==> src/rtl/div_pkg.sv <==
// Shared definitions for the sequential divider: FSM state encoding and default width.
package div_pkg;

    typedef enum logic [1:0] {
        S_IDLE = 2'd0,
        S_CALC = 2'd1,
        S_DONE = 2'd2
    } state_t;

    localparam int unsigned DIV_WIDTH = 32;

endpackage

==> src/rtl/seq_divider_prefix_subtractor.sv <==
// Kogge-Stone prefix subtractor: diff = a + ~b + 1, cout=1 means no borrow.
module prefix_subtractor #(
    parameter int unsigned N = 33
) (
    input  logic [N-1:0] a,
    input  logic [N-1:0] b,
    output logic [N-1:0] diff,
    output logic         cout
);

    localparam int unsigned LEVELS = $clog2(N);

    logic [N-1:0] w_p0;
    logic [N-1:0] w_g;
    logic [N-1:0] w_p;
    logic [N-1:0] w_gn;
    logic [N-1:0] w_pn;
    logic [N-1:0] w_carry;

    always_comb begin
        w_p0 = a ^ ~b;
        w_g  = a & ~b;
        // Carry-in of 1 is absorbed into bit 0: g0 = g0 | p0.
        w_g[0] = w_g[0] | w_p0[0];
        w_p  = w_p0;
        w_gn = '0;
        w_pn = '0;
        for (int unsigned l = 0; l < LEVELS; l++) begin
            w_gn = w_g;
            w_pn = w_p;
            for (int unsigned i = 0; i < N; i++) begin
                if (i >= (32'd1 << l)) begin
                    w_gn[i] = w_g[i] | (w_p[i] & w_g[i - (32'd1 << l)]);
                    w_pn[i] = w_p[i] & w_p[i - (32'd1 << l)];
                end
            end
            w_g = w_gn;
            w_p = w_pn;
        end
        w_carry = {w_g[N-2:0], 1'b1};
        diff    = w_p0 ^ w_carry;
        cout    = w_g[N-1];
    end

endmodule

==> src/rtl/seq_divider.sv <==
// Iterative unsigned restoring divider, one quotient bit per clock, valid/ready on both sides.
module seq_divider
    import div_pkg::*;
#(
    parameter int unsigned WIDTH = DIV_WIDTH,
    parameter int unsigned CNT_W = 6
) (
    input  logic             clk,
    input  logic             rst,
    input  logic             in_valid,
    output logic             in_ready,
    input  logic [WIDTH-1:0] dividend,
    input  logic [WIDTH-1:0] divisor,
    output logic             out_valid,
    input  logic             out_ready,
    output logic [WIDTH-1:0] quotient,
    output logic [WIDTH-1:0] remainder,
    output logic             div_by_zero,
    output logic             busy
);

    state_t             r_state;
    state_t             w_state_next;
    logic [CNT_W-1:0]   r_cnt;
    logic [WIDTH-1:0]   r_q;
    logic [WIDTH-1:0]   r_r;
    logic [WIDTH-1:0]   r_div;
    logic [WIDTH-1:0]   r_quot;
    logic [WIDTH-1:0]   r_rem;
    logic               r_dbz;

    logic [WIDTH:0]     w_t;
    logic [WIDTH:0]     w_diff;
    logic               w_cout;
    logic               w_qbit;
    logic [WIDTH-1:0]   w_r_next;
    logic [WIDTH-1:0]   w_q_next;

    assign w_t = {r_r, r_q[WIDTH-1]};

    prefix_subtractor #(.N(WIDTH + 1)) u_sub (
        .a    (w_t),
        .b    ({1'b0, r_div}),
        .diff (w_diff),
        .cout (w_cout)
    );

    // With R < divisor the difference MSB is always 0 when there is no borrow.
    assign w_qbit   = w_cout & ~w_diff[WIDTH];
    assign w_r_next = w_qbit ? w_diff[WIDTH-1:0] : w_t[WIDTH-1:0];
    assign w_q_next = {r_q[WIDTH-2:0], w_qbit};

    always_ff @(posedge clk) begin
        if (rst) r_state <= S_IDLE;
        else     r_state <= w_state_next;
    end

    always_comb begin
        w_state_next = r_state;
        in_ready     = 1'b0;
        out_valid    = 1'b0;
        busy         = 1'b1;
        case (r_state)
            S_IDLE: begin
                in_ready = 1'b1;
                busy     = 1'b0;
                if (in_valid) w_state_next = (divisor == '0) ? S_DONE : S_CALC;
            end
            S_CALC: begin
                if (r_cnt == '0) w_state_next = S_DONE;
            end
            S_DONE: begin
                out_valid = 1'b1;
                if (out_ready) w_state_next = S_IDLE;
            end
            default: w_state_next = S_IDLE;
        endcase
    end

    always_ff @(posedge clk) begin
        if (rst) begin
            r_cnt  <= '0;
            r_q    <= '0;
            r_r    <= '0;
            r_div  <= '0;
            r_quot <= '0;
            r_rem  <= '0;
            r_dbz  <= 1'b0;
        end else begin
            case (r_state)
                S_IDLE: begin
                    if (in_valid) begin
                        if (divisor != '0) begin
                            r_div <= divisor;
                            r_q   <= dividend;
                            r_r   <= '0;
                            r_cnt <= CNT_W'(WIDTH - 1);
                        end else begin
                            r_quot <= '1;
                            r_rem  <= dividend;
                            r_dbz  <= 1'b1;
                        end
                    end
                end
                S_CALC: begin
                    r_q <= w_q_next;
                    r_r <= w_r_next;
                    if (r_cnt == '0) begin
                        r_quot <= w_q_next;
                        r_rem  <= w_r_next;
                        r_dbz  <= 1'b0;
                    end else begin
                        r_cnt <= r_cnt - CNT_W'(1);
                    end
                end
                default: ;
            endcase
        end
    end

    assign quotient    = r_quot;
    assign remainder   = r_rem;
    assign div_by_zero = r_dbz;

endmodule
==> config.mk <==
export PLATFORM = sky130hd
export DESIGN_NAME = seq_divider
export DESIGN_NICKNAME = d
export VERILOG_FILES = /design/src/rtl/div_pkg.sv /design/src/rtl/seq_divider_prefix_subtractor.sv /design/src/rtl/seq_divider.sv
export SDC_FILE = /design/constraint.sdc
export NUM_CORES = 1
export LEC_CHECK = 0
export BUFFER_PORTS_ARGS = -buffer_cell sky130_fd_sc_hd__buf_2
export CORE_ASPECT_RATIO = 1.5
export CORE_UTILIZATION = 33
export CTS_BUF_LIST = sky130_fd_sc_hd__clkbuf_4
export DETAILED_ROUTE_END_ITERATION = 8
export GPL_TIMING_DRIVEN = 0
export PLACE_DENSITY_LB_ADDON = 0.1
export SLEW_MARGIN = 20
export SYNTH_ARGS = -nofsm -noshare
export SYNTH_HDL_FRONTEND = slang
export SYNTH_SLANG_ARGS = --single-unit
==> constraint.sdc <==
create_clock -name clk -period 8.4 [get_ports clk]
set_input_delay 1.68 -clock clk [delete_from_list [all_inputs] [get_ports clk]]
set_output_delay 1.68 -clock clk [all_outputs]
set_load 0.01 [all_outputs]
==> impl_results.md, run 1 <==
- Outcome: finished, final reports clean
- Max Clock Skew: roughly 18 ps
- Total number of vias: 8346
- Layout cell share with drive strength beyond 1: 0.160
- Initial antenna violation count: 1
- Port Buf Inserts: 134
- Setup TNS Final: 0 ps
- Post CTS Setup Buffer Count: 0
- Root buffer cell: clkbuf_4
- Final number of setup-violating endpoints: 0
- Dpl hpwl: 24100 um
- Fmax: 243 MHz
- Synth-to-layout area growth: 15.6%
- PD cells: 179 nW/um2
- Ports: 136
- CTS Buf Count: 17
- CTS clk-pin slew, worst paths: around 140 ps
- Slew Viols, Final: 0
- Maximum vdd drop: about 0.000076 V
- Die Area: 26700 um2
- Yosys Warn Count: 0
- Number of flops mapped to enable cells by yosys: 0
- Final nets: 1352
- GP Congestion: between 0.8 and 0.9
- Initial DRT Pass Iterations: 7
- Synthesized area: between 8000 and 9000 um2
- Design Power: 1.79 mW
- Commonest non-fill, non-tap cell in the layout: nand2_1
- Syn Nets: 1199
- Minimum clock period: around 4100 ps
- CP Max Fanout: 10
- Most used DFF post-synth: dfxtp_1
- Synth area leaders: dfxtp_1, nand2_1, nor2_1, a21oi_1, a311oi_1
- Die X: roughly 130 um
- Cts repair resizes: 0
- CP endpoint kind: register
- TritonCTS clock tree: done
- Most frequent cells in the layout: nand2_1, dfxtp_1, buf_2, nor2_1, a21oi_1
- Max cap viols: 0
- Hold WS: 464 ps
- Critical setup path kind: in -> reg
- Clk sinks: 169
- Die H: 200 um
- Post-CTS Hold Buffers: 0
- CP Launch Type: input pin
- Met1 Usage GRT: 0.250
- CTS Buffer Depth: 2
- Flops & latches, synth: around 170
- Most used routing layer: met2
- Register area share after synthesis: 0.393
- Residual DRC: 0
- Distinct cells, synth: 65
- Core area: 25700 um2
- RSZ-0062 raised after global routing: false
- Final Util: 0.388
- Cell taking the most area after synthesis: dfxtp_1
- Number of global-route vias before repair: 8131
- WL final: 29900 um
- Hold/Removal Path Class: reg -> reg
- Relative slew margins: 0.344
- Vias per std cell: 5.23
- Pre-CTS setup slack: 3500 ps
- WL/cell: ~19 um
- Syn Inst Count: 1097
- Num rows: slightly above 70
- Largest net degree at the start of global routing: 17
- All-Layer GR Usage: 0.227
- Gr ovfl total: 0
- H-tree levels: 4
- Mean area per synthesized cell: 7.85 um2
- Detail Route Antenna Nets: 0
- Final hold violations: 0
- Initial Utilization: 0.335
- Leakage power: ~4 nW
- DR iter-0 viols: 481
- Asr flop ratio synth: 0
- Yosys top cell area share: 0.393
- Met3 usage: 0.0308
- Met2 GRT Util: 0.430
- Clk_lat worst skew: 610 ps
- Worst-Margin Slew: just under 1000 ps
- Period utilisation layout: 0.490
- Final WS setup: 4290 ps
- First-pass GRT wire length: 45800 um
- Critical path data arrival time: 4590 ps
- Critical Path RT: 8870 ps
path summary, 6_finish.rpt:
kind	startpoint	to	slack, ps	cells past startpoint
max	divisor[6]	remainder[1]$_SDFFE_PP0P_	4290	11
min	r_div[22]$_SDFFE_PP0P_	r_div[22]$_SDFFE_PP0P_	460	2
max reg2reg	r_q[31]$_SDFFE_PP0P_	remainder[22]$_SDFFE_PP0P_	4710	13
min reg2reg	r_div[22]$_SDFFE_PP0P_	r_div[22]$_SDFFE_PP0P_	460	2
synthesized netlist by cell type (9+ instances only):
| master | number |
|---|---|
| a21o_1 | 9 |
| nand3_1 | 11 |
| a311oi_1 | 50 |
| dfxtp_1 | 169 |
| a31oi_1 | 23 |
| xor2_1 | 17 |
| ha_1 | 33 |
| nand2_1 | 199 |
| nand2b_1 | 9 |
| buf_2 | 10 |
| nor3_1 | 36 |
| clkbuf_1 | 51 |
| mux2i_1 | 10 |
| nor4_1 | 11 |
| a21oi_1 | 100 |
| a211oi_1 | 14 |
| nor2_1 | 140 |
| o21ai_0 | 39 |
| inv_1 | 42 |
| xnor2_1 | 15 |
routing by layer:
layer,up-vias,routed length [um]
li1,4187,-
met1,3936,12300
met2,181,15700
met3,42,955
met4,0,990
met5,-,0
sequential cells by signal (all words and copies together), names as in the netlist:
register and flops:
r_cnt 6, r_div 32, quotient 32, r_state 2, r_r 32, div_by_zero 1, r_q 32, remainder 32
final cells by class:
type                       instances  area [um2]
fill                            2799       15700
multi-input combinational        815        4750
sequential                       169        3380
timing repair buffer             134         671
tap                              333         417
buffer                            71         319
inverter                          42         158
clock buffer                      17         128
clock inverter                    15         128
antenna                            1        2.50
power breakdown:
part	internal (mW)	switching [mW]	total, mW
clock network	0.146	0.317	0.463
logic	0.150	0.275	0.425
registers	0.858	0.0395	0.898
metrics by stage:
stage / cell area, um2 / instances
2_1_floorplan: 8610 / 1097
6_report: 9950 / 1597
3_3_place_gp: 9700 / 1564
3_5_place_dp: 9700 / 1564
5_1_grt: 9950 / 1597
4_1_cts: 9950 / 1596
logic make-up (layout without fill, tap and decap cells):
group | count (synthesis) | count (layout) | share of synthesized area
adder cells (fa/ha/maj) | 34 | 34 | 0.0503
XOR/XNOR | 32 | 32 | 0.0326
AND/OR/NAND/NOR | 441 | 441 | 0.219
flip-flops | 169 | 169 | 0.393
other | 0 | 1 | 0
AO/OA/AOI/OAI | 297 | 297 | 0.236
multiplexers | 11 | 11 | 0.0129
buffers and inverters | 113 | 279 | 0.0554
critical path: stages:
cell	delay, ps
buf_2	110
nor4_1	420
nand4_1	380
nor2_1	350
nand2_1	100
o21ai_0	230
nor2b_1	240
buf_2	180
buf_2	260
clkbuf_1	450
a41oi_1	180
Power figures use the tool's default switching activity.
==> run 2, diff against run 1 <==
==> constraint.sdc (replaced) <==
create_clock -name clk -period 3.5 [get_ports clk]
set_input_delay 0.7 -clock clk [delete_from_list [all_inputs] [get_ports clk]]
set_output_delay 0.7 -clock clk [all_outputs]
set_load 0.01 [all_outputs]
==> impl_results.md, run 2 (same netlist as run 1, synthesis figures left out) <==
- Hold/Removal Path Class: in -> reg
- Leakage power: 4.04 nW (+1.2%)
- Dpl hpwl: 24100 um (unchanged)
- WL final: 29900 um (+0.29%)
- Hold WS: 315 ps (-149 ps)
- RSZ-0062 raised after global routing: false
- Root buffer cell: clkbuf_4
- Final number of setup-violating endpoints: 0 (unchanged)
- Critical path data arrival time: 3870 ps (-720 ps)
- Most frequent cells in the layout: nand2_1, dfxtp_1, buf_2, nor2_1, a21oi_1
- Num rows: 72 (unchanged)
- Relative slew margins: 0.335 (-0.00911)
- CP Max Fanout: 10 (unchanged)
- WL/cell: 18.7 um (about the same)
- Layout cell share with drive strength beyond 1: 0.174 (+0.0136)
- Max cap viols: 0 (unchanged)
- Core area: 25700 um2 (unchanged)
- CTS Buffer Depth: 2 (unchanged)
- Psw: 1.52 mW (+140%)
- Gr ovfl total: 0 (unchanged)
- Slew Viols, Final: 0 (unchanged)
- H-tree levels: 4 (unchanged)
- Final nets: 1357 (+0.37%)
- Port Buf Inserts: 134 (unchanged)
- Critical setup path kind: reg -> reg
- Synth-to-layout area growth: 16.9%
- Vias per std cell: 5.24 (+0.23%)
- Worst-Margin Slew: 997 ps (+13.7 ps)
- Largest net degree at the start of global routing: 17 (unchanged)
- Design Power: 4.29 mW (+140%)
- Detail Route Antenna Nets: 0 (unchanged)
- First-pass GRT wire length: 45700 um (-0.10%)
- Initial antenna violation count: 1 (unchanged)
- Fmax: between 200 and 300 MHz
- GP Congestion: 0.856 (unchanged)
- TritonCTS clock tree: done
- Clk_lat worst skew: 610 ps (about the same)
- Initial DRT Pass Iterations: 8 (+1)
- Max Clock Skew: 22.4 ps (+4.26 ps)
- Worst R2R Setup Slack: 150 ps (-4560 ps)
- Ports: 136 (unchanged)
- Minimum clock period: between 3000 and 4000 ps
- Comb pwr share: 0.239 (about the same)
- Final hold violations: 0 (unchanged)
- CP endpoint kind: register
- Maximum vdd drop: 0.000177 V (+130%)
- Critical Path RT: 4020 ps (-4850 ps)
- Commonest non-fill, non-tap cell in the layout: nand2_1
- Residual DRC: 0 (unchanged)
- Initial Utilization: 0.335 (unchanged)
- CP Launch Type: register
- Die X: 134 um (unchanged)
- CTS Buf Count: 17 (unchanged)
- Die H: 200 um (unchanged)
- Clk sinks: 169 (unchanged)
- DR iter-0 viols: 402 (-16%)
- Total number of vias: 8391 (+0.54%)
- Sw Share: 0.354 (+0.000772)
- PD cells: 427 nW/um2 (+140%)
- Period utilisation layout: 0.956
- Outcome: finished, final reports clean
- Die Area: 26700 um2 (unchanged)
- Number of global-route vias before repair: 8139 (+0.098%)
- All-Layer GR Usage: 0.227 (about the same)
- Fraction of power consumed by sequential logic: 0.502 (about the same)
- CTS clk-pin slew, worst paths: 150 ps (about the same)
- Clock network power share: 0.259 (about the same)
- Pint: 2.77 mW (+140%)
-- run 2: path summary, 6_finish.rpt --
check	endpoint	depth (start not counted)	startpoint
worst min-delay path	r_div[2]$_SDFFE_PP0P_	3	divisor[2]
worst min register to register	r_div[22]$_SDFFE_PP0P_	2	r_div[22]$_SDFFE_PP0P_
worst max-delay path	remainder[10]$_SDFFE_PP0P_	13	r_q[31]$_SDFFE_PP0P_
worst max register to register	remainder[10]$_SDFFE_PP0P_	13	r_q[31]$_SDFFE_PP0P_
-- run 2: cell type report --
cell class                      count  area, um2
Clock inverter                     15        128
Multi-Input combinational cell    815       4820
Tap cell                          333        417
Inverter                           42        158
Antenna cell                        1       2.50
Clock buffer                       17        128
Timing Repair Buffer              139        708
Fill cell                        2793      15600
Buffer                             71        319
Sequential cell                   169       3380
-- run 2: metal layers --
layer / part of all wire / vias to the layer above / global-route usage / wire length, um
li1: - / 4192 / - / -
met1: 0.41 / 3964 / 0.250 / 12300
met2: 0.52 / 185 / 0.429 / 15700
met3: 0.031 / 50 / 0.0306 / 938
met4: 0.036 / 0 / 0.0985 / 1080
met5: 0 / - / 0 / 0
-- run 2: power by group through the flow --
stage,sequential [mW],clock (mW),combinational (mW)
final,2.16,1.11,1.03
after global routing,2.17,1.22,1.15
after CTS,2.16,1.14,1.03
after detailed placement,2.20,0,1.03
after global placement,2.20,0,1.02
after floorplan,2.20,0,0.664
-- run 2: timing repair --
item | in CTS | in global routing
setup endpoints to repair | 20 | 41
hold buffers | 0 | 0
buffers inserted | 0 | 5
cloned | 0 | 0
resized for setup | 9 | 8
pin swaps | 1 | 3
-- run 2: per-stage QoR --
step | util | setup slack, ps | setup TNS (ps) | instance area, um2 | std cells
floorplan | - | 635 | 0 | 8610 | 1097
global placement | 0.378 | -426 | -24410 | 9700 | 1564
detailed placement | 0.378 | -419 | -24660 | 9700 | 1564
CTS | 0.389 | 52.0 | 0 | 9980 | 1596
global route | 0.392 | 2.29 | 0 | 10100 | 1602
finish | 0.392 | 154 | 0 | 10100 | 1602
-- run 2: worst max-delay path, stage by stage, from the launching register on --
cell and delay (ps):
dfxtp_2 410, inv_1 60, ha_1 230, fa_1 400, nand2b_1 210, a21oi_2 210
o31ai_2 140, a21o_2 270, o211ai_4 240, mux2i_2 150, nor2_4 280, buf_6 210
a31oi_1 170, a311oi_1 280
